`src/rtl/fifo_wr_arbiter_if.sv`:
```
// Write-side bus between NUM_REQ producers, the round-robin arbiter and the FIFO write port.
interface fifo_wr_arbiter_if #(
  parameter int DATA_WIDTH = 8,
  parameter int NUM_REQ    = 4
);
  localparam int GW = (NUM_REQ > 1) ? $clog2(NUM_REQ) : 1;

  logic [NUM_REQ-1:0]            req_valid;
  logic [NUM_REQ*DATA_WIDTH-1:0] req_data;
  logic [NUM_REQ-1:0]            req_ready;
  logic                          full;
  logic                          half_full;
  logic                          wr_en;
  logic [DATA_WIDTH-1:0]         wr_data;
  logic [GW-1:0]                 gnt_id;
  logic                          busy;

  // Arbiter side
  modport slave (
    input  req_valid, req_data, full, half_full,
    output req_ready, wr_en, wr_data, gnt_id, busy
  );

  // Producers and FIFO side
  modport master (
    output req_valid, req_data, full, half_full,
    input  req_ready, wr_en, wr_data, gnt_id, busy
  );
endinterface

```
`src/rtl/fifo_wr_arbiter.sv`:
```
// Round-robin arbiter sharing one FIFO write port among NUM_REQ producers, with bounded
// bursts that collapse to single beats when the FIFO is half full at grant time.
module fifo_wr_arbiter #(
  parameter int DATA_WIDTH = 8,
  parameter int NUM_REQ    = 4,
  parameter int BURST_LEN  = 4
) (
  input  logic             wr_clk,
  input  logic             wr_rst,
  fifo_wr_arbiter_if.slave bus
);
  localparam int GW = (NUM_REQ > 1) ? $clog2(NUM_REQ) : 1;

  typedef enum logic {IDLE, GRANT} state_t;

  state_t                state_q;
  logic [GW-1:0]         gnt_id_q;
  logic [GW-1:0]         last_gnt_q;
  logic [3:0]            beat_cnt_q;
  logic [3:0]            burst_lim_q;
  logic                  busy_q;

  logic [GW-1:0]         next_gnt_d;
  logic                  any_valid_d;
  logic                  wr_en_d;
  logic [NUM_REQ-1:0]    ready_d;
  logic [DATA_WIDTH-1:0] data_arr [NUM_REQ];

  genvar gi;
  generate
    for (gi = 0; gi < NUM_REQ; gi++) begin : g_req
      assign data_arr[gi] = bus.req_data[gi*DATA_WIDTH +: DATA_WIDTH];
      assign ready_d[gi]  = busy_q && (gnt_id_q == GW'(gi)) && !bus.full;
    end
  endgenerate

  // Rotating search starting just after the last grantee, so it gets lowest priority.
  always_comb begin
    next_gnt_d = last_gnt_q;
    for (int k = NUM_REQ; k >= 1; k--) begin
      if (bus.req_valid[GW'((int'(last_gnt_q) + k) % NUM_REQ)])
        next_gnt_d = GW'((int'(last_gnt_q) + k) % NUM_REQ);
    end
  end

  assign any_valid_d = |bus.req_valid;
  assign wr_en_d     = busy_q && bus.req_valid[gnt_id_q] && !bus.full;

  assign bus.req_ready = ready_d;
  assign bus.wr_en     = wr_en_d;
  assign bus.wr_data   = data_arr[gnt_id_q];
  assign bus.gnt_id    = gnt_id_q;
  assign bus.busy      = busy_q;

  always_ff @(posedge wr_clk) begin
    if (wr_rst) begin
      state_q     <= IDLE;
      gnt_id_q    <= '0;
      last_gnt_q  <= GW'(NUM_REQ - 1);
      beat_cnt_q  <= '0;
      burst_lim_q <= 4'(BURST_LEN);
      busy_q      <= 1'b0;
    end else begin
      case (state_q)
        IDLE: begin
          if (any_valid_d) begin
            state_q     <= GRANT;
            busy_q      <= 1'b1;
            gnt_id_q    <= next_gnt_d;
            beat_cnt_q  <= '0;
            burst_lim_q <= bus.half_full ? 4'd1 : 4'(BURST_LEN);
          end
        end
        GRANT: begin
          // A dropped valid ends the burst; a full stall simply holds here.
          if (!bus.req_valid[gnt_id_q]) begin
            state_q    <= IDLE;
            busy_q     <= 1'b0;
            last_gnt_q <= gnt_id_q;
          end else if (wr_en_d) begin
            if (beat_cnt_q + 4'd1 == burst_lim_q) begin
              state_q    <= IDLE;
              busy_q     <= 1'b0;
              last_gnt_q <= gnt_id_q;
            end
            beat_cnt_q <= beat_cnt_q + 4'd1;
          end
        end
        default: begin
          state_q <= IDLE;
          busy_q  <= 1'b0;
        end
      endcase
    end
  end
endmodule
```
`src/flat_wrapper.sv`:
```
// flat-port wrapper written by rule: the top's interface ports become plain ports
module fifo_wr_arbiter_flat 
#(
  parameter int DATA_WIDTH = 8,
  parameter int NUM_REQ    = 4,
  parameter int BURST_LEN  = 4
)
  (wr_clk, wr_rst, bus_req_valid, bus_req_data, bus_full, bus_half_full, bus_req_ready, bus_wr_en, bus_wr_data, bus_gnt_id, bus_busy);
  fifo_wr_arbiter_if #(.DATA_WIDTH(DATA_WIDTH), .NUM_REQ(NUM_REQ)) bus_i ();
  input  logic wr_clk;
  input  logic wr_rst;
  input wire logic [$bits(bus_i.req_valid)-1:0] bus_req_valid;
  input wire logic [$bits(bus_i.req_data)-1:0] bus_req_data;
  input wire logic [$bits(bus_i.full)-1:0] bus_full;
  input wire logic [$bits(bus_i.half_full)-1:0] bus_half_full;
  output wire logic [$bits(bus_i.req_ready)-1:0] bus_req_ready;
  output wire logic [$bits(bus_i.wr_en)-1:0] bus_wr_en;
  output wire logic [$bits(bus_i.wr_data)-1:0] bus_wr_data;
  output wire logic [$bits(bus_i.gnt_id)-1:0] bus_gnt_id;
  output wire logic [$bits(bus_i.busy)-1:0] bus_busy;
  assign bus_i.req_valid = bus_req_valid;
  assign bus_i.req_data = bus_req_data;
  assign bus_i.full = bus_full;
  assign bus_i.half_full = bus_half_full;
  assign bus_req_ready = bus_i.req_ready;
  assign bus_wr_en = bus_i.wr_en;
  assign bus_wr_data = bus_i.wr_data;
  assign bus_gnt_id = bus_i.gnt_id;
  assign bus_busy = bus_i.busy;
  fifo_wr_arbiter #(.DATA_WIDTH(DATA_WIDTH), .NUM_REQ(NUM_REQ), .BURST_LEN(BURST_LEN)) u_core (.wr_clk(wr_clk), .wr_rst(wr_rst), .bus(bus_i));
endmodule
```
`config.mk`:
```
export PLATFORM = sky130hd
export DESIGN_NAME = fifo_wr_arbiter_flat
export DESIGN_NICKNAME = d
export VERILOG_FILES = /design/src/rtl/fifo_wr_arbiter_if.sv /design/src/rtl/fifo_wr_arbiter.sv /design/src/flat_wrapper.sv
export SDC_FILE = /design/constraint.sdc
export NUM_CORES = 1
export LEC_CHECK = 0
export BUFFER_PORTS_ARGS = -buffer_cell sky130_fd_sc_hd__buf_4
export CAP_MARGIN = 0
export CORE_UTILIZATION = 42
export DETAILED_ROUTE_END_ITERATION = 12
export HOLD_SLACK_MARGIN = 0.15
export PLACE_DENSITY_LB_ADDON = 0.1
export SETUP_SLACK_MARGIN = 0.15
export SLEW_MARGIN = 25
export SYNTH_ARGS = -nofsm -noshare
export SYNTH_HDL_FRONTEND = slang
export SYNTH_SLANG_ARGS = --single-unit
export TNS_END_PERCENT = 50
```
`constraint.sdc`:
```
create_clock -name wr_clk -period 1.8 [get_ports wr_clk]
set_clock_uncertainty 0.15 [all_clocks]
set_input_delay 0.36 -clock wr_clk [delete_from_list [all_inputs] [get_ports wr_clk]]
set_output_delay 0.36 -clock wr_clk [all_outputs]
set_load 0.01 [all_outputs]
```
==> results of run 1 <==
-- cell families (layout without fill, tap and decap cells) --
logic type,after synthesis,after routing,share of synthesized area [%]
AO/OA/AOI/OAI,20,20,13.4
XOR/XNOR,3,3,4.43
adder cells (fa/ha/maj),1,1,1.38
buffers and inverters,8,74,6.09
flip-flops,12,12,26.6
multiplexers,9,9,22.9
AND/OR/NAND/NOR,41,41,25.2
-- synth_stat cells, types with 3 or more instances --
cell type | n | area share [%]
mux4_2 | 8 | 20
o211ai_1 | 5 | 4.2
inv_1 | 4 | 1.7
nand3_1 | 6 | 3.3
a21oi_1 | 8 | 4.4
nor2b_1 | 3 | 2.1
o21ai_0 | 4 | 2.2
nor2_1 | 7 | 2.9
nand2_1 | 6 | 2.5
nand2b_1 | 4 | 2.8
dfxtp_1 | 12 | 27
-- layout by cell type (no fill, tap or decap), drive strengths merged --
cell    count
nand4       1
o21a        1
mux4        9
nor2        7
ha          1
inv         4
a221oi      1
nand3       6
buf        67
a21oi       8
xnor3       1
nand2       6
o21ai       4
clkbuf      3
nand3b      1
a211oi      1
dfxtp      12
o211ai      5
xnor2       1
nand2b      5
xor2        1
and2        2
nor4        1
nor2b       3
and3        3
nor3        2
or2         2
and2b       2
-- metrics by stage --
stage | instance area [um2] | cells
global placement | 1380 | 180
finish | 1490 | 187
CTS | 1470 | 186
global route | 1490 | 187
detailed placement | 1380 | 180
floorplan | 905 | 94
-- metal layers --
layer	up-vias	GRT usage, %	wire length (um)
met4	0	5.39	6
met3	2	6.29	104
met1	471	26.1	1020
li1	484	-	-
met2	22	44.1	1470
met5	-	0	0
-- state kept, by name (all words and copies together), names as in the netlist --
| name | count |
|---|---|
| u_core.bus.gnt_id | 2 |
| u_core.beat_cnt_q | 4 |
| u_core.state_q | 1 |
| u_core.bus.busy | 1 |
| u_core.burst_lim_q | 2 |
| u_core.last_gnt_q | 2 |
-- power by group --
part / switching [mW] / internal (mW) / total (mW)
logic: 0.155 / 0.258 / 0.413
registers: 0.0231 / 0.288 / 0.311
clock network: 0.0816 / 0.0774 / 0.159
total: 0.259 / 0.623 / 0.883
-- critical path, stage by stage, from the launching register on --
cell and delay, ns:
dfxtp_2 0.35, mux4_2 0.54, and2_4 0.17, buf_6 0.11
-- timing repair --
item,4_1_cts,5_1_grt
endpoints found under the setup margin,21,21
buffers inserted,3,1
endpoints found under the hold margin,0,0
resized for setup,15,8
hold buffers,0,0
pin swaps,0,3
-- cell type report --
cell class	count	area, um2
repair buffers	67	553
multi-input cells	74	621
well taps	27	33.8
inverters	4	15.0
clock buffers	3	22.5
fillers	155	489
flip-flops and latches	12	248
-- final timing paths --
kind | startpoint | end | slack, ns
max | u_core.bus.gnt_id[1]$_SDFFE_PP0P_ | bus_wr_en | -0.15
min | wr_rst | u_core.beat_cnt_q[0]$_SDFFE_PP0P_ | 0.18
max reg2reg | u_core.bus.gnt_id[1]$_SDFFE_PP0P_ | u_core.beat_cnt_q[2]$_SDFFE_PP0P_ | 0.08
min reg2reg | u_core.burst_lim_q[0]$_SDFFE_PP0P_ | u_core.burst_lim_q[0]$_SDFFE_PP0P_ | 0.34
==> metrics, run 1 <==
status complete, but fails checks; failing checks negative setup slack; # rows 16; Worst-path clk slew 0.07 ns; P&R area growth vs syn 65.2%; first-pass GRT wire length between 4000 and 5000 um; Setup Slack @ Placement 0.000555 ns; fmax 514 MHz; final hold vios 0; setup ws final -0.147 ns; vias in the first global route about 980; final worst-path cycle share 108%; die extent in x 48.4 um; port buffer count 55; endpoint class of the critical path output pin; io pins 56; hold depth 2; initial antenna violation count 0; static leakage slightly below 0.7 nW; DP HPWL just under 2000 um; layout cells sized above 1 between 50% and 60%; die area around 0.0023 mm2; DR iter-0 viols 23; final setup violation count 9; MaxCap Viol Count 0; signal arrival time at the worst endpoint roughly 1.4 ns; Worst Hold Class in -> reg; routed wire length per instance approximately 14 um; Post-synth EDFFs 0; n_diodes 0; pwr/cell area around 600 mW/mm2; clk_lat worst skew between 0.2 and 0.3 ns; Post-synth ARST share 0%; maximum VDD drop just under 0.5 mV; Mapped Avg Cell Area just under 10 um2; GR Overflow Total 0; RSZ-0062 raised after global routing yes; Min Hold Slack about 0.18 ns; CTS sink count 12; global placement routability congestion roughly 0.76; DRT Wirelength roughly 2600 um; pin count of the biggest net entering global routing 13; WP data required 1.29 ns; Max FO, Critical Path 2; dominant synthesized flop cell dfxtp_1; post-layout net count about 200; Root Driver clkbuf_4; Seq/Total Area, Yosys between 20% and 30%; Synth Net Count between 100 and 150; Global Route Usage Sum a little under a quarter; max-slew violation count 0; Initial Util a little under half; Via Count roughly 980; ANT nets after route 0; Slew HR 68.1%; register bit total from synthesis 12; final core utilization 75.3%; Crit Path Category reg -> out; total power ~0.88 mW; R2R depth 5; area of the core 0.00198 mm2; number of remaining DRC errors 0; YS warnings 0; detail-routed via count per cell 5.24; Synth Cell Area ~900 um2; die height slightly below 50 um; Distinct cells, synth 33; Sum Neg Setup Slack -1.10 ns; Num CTS Buffers 3; crit path launch type flip-flop; Pre-antenna DRT Iters 4; htree depth 1; CTS tree built; Worst-Margin Slew ~0.48 ns; Cells after Synth 94; clk buf depth 2; minimum clock period between 1.5 and 2 ns
Note: power is estimated with default switching activity, not from simulation.
==> run 2: changes to the inputs <==
--- a/config.mk
+++ b/config.mk
@@ -7,10 +7,11 @@
 export LEC_CHECK = 0
 export BUFFER_PORTS_ARGS = -buffer_cell sky130_fd_sc_hd__buf_4
 export CAP_MARGIN = 0
+export CORE_MARGIN = 8
 export CORE_UTILIZATION = 42
 export DETAILED_ROUTE_END_ITERATION = 12
 export HOLD_SLACK_MARGIN = 0.15
-export PLACE_DENSITY_LB_ADDON = 0.1
+export PLACE_DENSITY = 0.77
 export SETUP_SLACK_MARGIN = 0.15
 export SLEW_MARGIN = 25
 export SYNTH_ARGS = -nofsm -noshare
==> run 2 against run 1 <==
Effect of this change:
- the run still ends with negative setup slack left
- maximum frequency down 1.7%
- combinational power grew 3%
- sequential share of layout area is 0.34 points lower
- register-to-register slack improved by 0.02 ns
- sequential power barely moved
- utilization increased by 1.6 points
- final area grew 3.1%
- via count up 5.5%
- clock-buffer cell count up 1
- clock power up 40%
- sequential cell count unchanged
==> metrics, run 2 (synthesized netlist as in run 1, its figures left out) <==
CTS tree built (unchanged); io pins 56 (unchanged); Worst Hold Class in -> reg (unchanged); initial antenna violation count 0 (unchanged); Root Driver clkbuf_4 (unchanged); final hold vios 0 (unchanged); minimum clock period 1.98 ns (was 1.95 ns); routed wire length per instance 17.0 um (was 13.9 um); Initial Util 45.1% (was 45.6%); Slew HR 70.2% (was 68.1%); CTS Hold Buffers Added 0 (unchanged); crit path launch type flip-flop (unchanged); commonest cells after routing, fill and taps aside 56 x buf_4, 9 x mux4_2, 9 x buf_6, 8 x a21oi_1, 8 x dfxtp_1 (was 56 x buf_4, 10 x buf_6, 9 x mux4_2, 8 x a21oi_1, 8 x dfxtp_1); htree depth 1 (unchanged); Worst-Margin Slew 0.444 ns (was 0.477 ns); Worst Path Buf+Inv 2 (was 1); ANT nets after route 0 (unchanged); pwr/cell area 624 mW/mm2 (was 591 mW/mm2); endpoint class of the critical path output pin (unchanged); layout cells sized above 1 58.4% (was 58.8%); signal arrival time at the worst endpoint 1.47 ns (was 1.44 ns); global placement routability congestion 0.847 (was 0.764); total power 0.961 mW (was 0.883 mW); fmax 505 MHz (was 514 MHz); first-pass GRT wire length 4980 um (was 4260 um); GR Overflow Total 0 (unchanged); Global Route Usage Sum 15.3% (was 23.5%); R2R depth 5 (unchanged); Num CTS Buffers 3 (unchanged); DP HPWL 2560 um (was 1970 um); Top reg by flops u_core.beat_cnt_q (unchanged); port buffer count 55 (unchanged); hold depth 2 (unchanged); WP data required 1.29 ns (about the same); Crit Path Category reg -> out (unchanged); Max stage delay cell, worst path mux4_2 (unchanged); failing checks negative setup slack (unchanged); post-layout net count 203 (unchanged); DRT Wirelength 3210 um (was 2600 um); MaxCap Viol Count 0 (unchanged); die height 62.4 um (was 48.4 um); vias in the first global route 1,030 (was 976); clk_lat worst skew 0.28 ns (was 0.27 ns); setup ws final -0.181 ns (was -0.147 ns); pin count of the biggest net entering global routing 13 (unchanged); clk buf depth 2 (unchanged); Setup Slack @ Placement -0.0146 ns (was 0.000555 ns); Pre-antenna DRT Iters 4 (unchanged); final worst-path cycle share 110% (was 108%); DR iter-0 viols 33 (was 23); final setup violation count 9 (unchanged); maximum VDD drop 0.671 mV (was 0.491 mV); family with the most delay on the worst path multiplexers (unchanged); Via Count 1,033 (was 979); area of the core 0.00200 mm2 (was 0.00198 mm2); die extent in x 62.4 um (was 48.4 um); n_diodes 0 (unchanged); Max FO, Critical Path 6 (was 2); max-slew violation count 0 (unchanged); final core utilization 76.9% (was 75.3%); DP Area 0.00140 mm2 (was 0.00138 mm2); crit-path cells buf_12 > mux4_2 > buf_6 (was mux4_2 > and2_4 > buf_6); CP peak stage delay 0.52 ns (was 0.54 ns); max reg flops 4 (unchanged); status complete, but fails checks (unchanged); Worst-path clk slew 0.09 ns (was 0.07 ns); static leakage 0.682 nW (was 0.674 nW); detail-routed via count per cell 5.49 (was 5.24); finished layout cell area 0.00154 mm2 (was 0.00149 mm2); number of remaining DRC errors 0 (unchanged); # rows 16 (unchanged); number of cells on the critical path 3 (unchanged); die area 0.00389 mm2 (was 0.00234 mm2); P&R area growth vs syn 70.4% (was 65.2%); commonest non-fill, non-tap cell in the layout buf_4 (unchanged); RSZ-0062 raised after global routing yes (unchanged); CTS sink count 12 (unchanged)
==> run 2: changes by cell type in the layout (fill, tap and decap cells not counted), sizes merged <==
cell	previous run	this run
clkbuf	3	4
==> run 2: timing repair <==
item                                    in CTS  in global routing
cloned                                       1                  0
resized for setup                           17                  7
setup buffers                                1                  0
pin swaps                                    0                  5
endpoints found under the setup margin      15                 21
==> run 2: worst paths after layout <==
kind | slack [ns] | to | start
max reg2reg | 0.10 | u_core.last_gnt_q[0]$_SDFFE_PP1P_ | u_core.bus.gnt_id[1]$_SDFFE_PP0P_
min reg2reg | 0.33 | u_core.burst_lim_q[0]$_SDFFE_PP0P_ | u_core.burst_lim_q[0]$_SDFFE_PP0P_
max | -0.18 | bus_wr_data[0] | u_core.bus.gnt_id[0]$_SDFFE_PP0P_
min | 0.16 | u_core.bus.gnt_id[1]$_SDFFE_PP0P_ | wr_rst
==> run 2: layer usage <==
| metal | wire length [um] | vias up | track usage (%) | part of all wire (%) |
|---|---|---|---|---|
| met5 | 0 | - | 0 | 0 |
| met4 | 32 | 0 | 3.99 | 1.0 |
| met3 | 290 | 4 | 5.38 | 9.0 |
| met2 | 1540 | 58 | 26.8 | 48 |
| met1 | 1340 | 486 | 17.1 | 42 |
| li1 | - | 485 | - | - |
==> run 2: report_power, final <==
part	switching [mW]	total, mW	internal [mW]
clock	0.0994	0.223	0.123
combinational	0.158	0.427	0.269
sequential	0.0254	0.312	0.286
total	0.282	0.961	0.679
==> run 2: layout make-up <==
type	count	area [um2]
clock buffers	4	36.3
fillers	149	463
inverters	4	15.0
multi-input cells	74	634
flip-flops and latches	12	250
well taps	27	33.8
repair buffers	67	569
==> run 2: through the flow <==
stage,std cells,TNS (ns),hold WS (ns)
detailed placement,182,-0.0146,0.316
finish,188,-1.39,0.161
CTS,188,-1.48,0.168
global placement,182,-0.0216,0.310
floorplan,94,0,0.297
global route,188,-1.63,0.165
==> run 3: changes to the inputs <==
--- a/config.mk
+++ b/config.mk
@@ -10,8 +10,10 @@
 export CORE_MARGIN = 8
 export CORE_UTILIZATION = 42
 export DETAILED_ROUTE_END_ITERATION = 12
+export GPL_TIMING_DRIVEN = 0
 export HOLD_SLACK_MARGIN = 0.15
 export PLACE_DENSITY = 0.77
+export RECOVER_POWER = 25
 export SETUP_SLACK_MARGIN = 0.15
 export SLEW_MARGIN = 25
 export SYNTH_ARGS = -nofsm -noshare
==> run 3 against run 2 <==
Effect of this change:
- the flow still finishes with violations (negative setup slack)
- first-iteration DRC count is 30% lower
- setup slack better by 0.033 ns
- via count is 1.6% lower
- non-clock buffer count unchanged
- clock-buffer cell count unchanged
- register-to-register slack worse by 0.03 ns
- final area up 1.5%
- utilization grew 1.1 points
- die area is the same
- clock power barely moved
- hold slack better by 0.0092 ns
- critical path type unchanged
==> metrics, run 3 (synthesized netlist as in run 1, its figures left out) <==
Num CTS Buffers 3 (unchanged); signal arrival time at the worst endpoint 1.44 ns (was 1.47 ns); Initial Util 45.1% (unchanged); CTS Hold Buffers Added 0 (unchanged); family with the most delay on the worst path multiplexers (unchanged); post-layout net count 203 (unchanged); Max FO, Critical Path 2 (was 6); final worst-path cycle share 108% (was 110%); failing checks negative setup slack (unchanged); pwr/cell area 623 mW/mm2 (was 624 mW/mm2); htree depth 1 (unchanged); P&R area growth vs syn 72.9% (was 70.4%); fmax 513 MHz (was 505 MHz); global placement routability congestion 0.871 (was 0.847); Via Count 1,016 (was 1,033); Pre-antenna DRT Iters 4 (unchanged); reg-to-reg slack, setup 0.07 ns (was 0.10 ns); clk buf depth 2 (unchanged); flip-flop and latch area 249 um2 (was 250 um2); DRT Wirelength 3150 um (was 3210 um); crit path launch type flip-flop (unchanged); initial antenna violation count 0 (unchanged); final hold vios 0 (unchanged); die height 62.4 um (unchanged); clk_lat worst skew 0.28 ns (about the same); Worst Hold Class in -> reg (unchanged); Fillers 138 (was 149); status complete, but fails checks (unchanged); pin count of the biggest net entering global routing 11 (was 13); Cells after DPL 175 (was 182); maximum VDD drop 0.478 mV (was 0.671 mV); hold depth 2 (unchanged); layout cells sized above 1 59.0% (was 58.4%); Sum Neg Setup Slack -1.21 ns (was -1.39 ns); max-slew violation count 0 (unchanged); die extent in x 62.4 um (unchanged); routed wire length per instance 16.7 um (was 17.0 um); crit-path cells mux4_2 > and2_4 > buf_6 (was buf_12 > mux4_2 > buf_6); n_diodes 0 (unchanged); final setup violation count 9 (unchanged); RR Endpoint u_core.last_gnt_q[0]$_SDFFE_PP1P_ (unchanged); multi-input logic area 643 um2 (was 634 um2); number of remaining DRC errors 0 (unchanged); Global Route Usage Sum 15.1% (was 15.3%); port buffer count 54 (was 55); static leakage 0.686 nW (was 0.682 nW); CTS tree built (unchanged); RSZ-0062 raised after global routing yes (unchanged); reg2reg start u_core.beat_cnt_q[1]$_SDFFE_PP0P_ (was u_core.bus.gnt_id[1]$_SDFFE_PP0P_); max reg flops 4 (unchanged); Crit Path Category reg -> out (unchanged); io pins 56 (unchanged); R2R depth 5 (unchanged); first-pass GRT wire length 4800 um (was 4980 um); endpoint class of the critical path output pin (unchanged); origin of the worst min-delay path wr_rst (unchanged); DP HPWL 2290 um (was 2560 um); Top reg by flops u_core.beat_cnt_q (unchanged); Worst-path clk slew 0.08 ns (was 0.09 ns); total power 0.973 mW (was 0.961 mW); Max stage delay cell, worst path mux4_2 (unchanged); GR Overflow Total 0 (unchanged); final std cells w/o fill 188 (unchanged); CTS sink count 12 (unchanged); MaxCap Viol Count 0 (unchanged); # rows 16 (unchanged); Root Driver clkbuf_4 (unchanged); CP peak stage delay 0.52 ns (about the same); Worst Path Buf+Inv 1 (was 2); Worst-Margin Slew 0.525 ns (was 0.444 ns); commonest cells after routing, fill and taps aside 53 x buf_4, 10 x buf_6, 9 x mux4_2, 9 x dfxtp_1, 8 x a21oi_1 (was 56 x buf_4, 9 x mux4_2, 9 x buf_6, 8 x a21oi_1, 8 x dfxtp_1); DR iter-0 viols 23 (was 33); Slew HR 64.8% (was 70.2%); area of the core 0.00200 mm2 (unchanged); ANT nets after route 0 (unchanged); WP data required 1.29 ns (about the same); die area 0.00389 mm2 (unchanged); setup ws final -0.148 ns (was -0.181 ns); minimum clock period 1.95 ns (was 1.98 ns); vias in the first global route 983 (was 1,030); commonest non-fill, non-tap cell in the layout buf_4 (unchanged); detail-routed via count per cell 5.40 (was 5.49); Hold EP u_core.beat_cnt_q[0]$_SDFFE_PP0P_ (was u_core.bus.gnt_id[1]$_SDFFE_PP0P_)
==> run 3: worst max path at each step <==
stage	from	depth (start not counted)	slack [ns]	endpoint
6_report	u_core.bus.gnt_id[1]$_SDFFE_PP0P_	3	-0.15	bus_wr_en
5_1_grt	u_core.bus.gnt_id[0]$_SDFFE_PP0P_	3	-0.20	bus_wr_data[4]
4_1_cts	u_core.bus.gnt_id[0]$_SDFFE_PP0P_	3	-0.15	bus_wr_data[1]
3_5_place_dp	u_core.bus.gnt_id[1]$_SDFFE_PP0P_	3	-0.04	bus_wr_en
3_3_place_gp	bus_req_valid[3]	4	-0.04	bus_wr_en
2_1_floorplan	u_core.bus.gnt_id[1]$_SDFFE_PP0P_	2	0.12	bus_wr_en
==> run 3: metrics by stage <==
| stage | hold WS, ns | area (um2) | setup WS (ns) | utilization [%] |
|---|---|---|---|---|
| floorplan | 0.297 | 905 | 0.116 | - |
| global placement | 0.313 | 1340 | -0.0399 | 67.1 |
| detailed placement | 0.319 | 1340 | -0.0391 | 67.1 |
| CTS | 0.171 | 1510 | -0.151 | 75.2 |
| global route | 0.159 | 1560 | -0.197 | 78.0 |
| finish | 0.171 | 1560 | -0.148 | 78.0 |
==> run 3: report_power, final <==
group	internal [mW]	switching, mW	total [mW]
Sequential	0.287	0.0235	0.310
Combinational	0.279	0.164	0.443
Clock	0.123	0.0971	0.220
==> run 3: layout make-up <==
cell class                 count  area share, %
tap                           27           2.16
buffer                         4           3.93
inverter                       4           1.28
timing repair buffer          63           33.2
multi-input combinational     74           41.2
clock buffer                   4           2.32
sequential                    12           15.9
==> run 3: per-layer routing <==
layer  up-vias  wire (um)  global-route usage [%]
met5         -          0                       0
met4         0         27                    4.27
met3         4        298                    6.99
met2        65       1430                    23.2
met1       462       1390                    18.5
li1        485          -                       -
==> run 3: repair_timing <==
item,CTS,global route
resized for setup,23,9
endpoints found under the setup margin,20,21
gates cloned,1,0
setup buffers,5,3
pin swaps,0,4
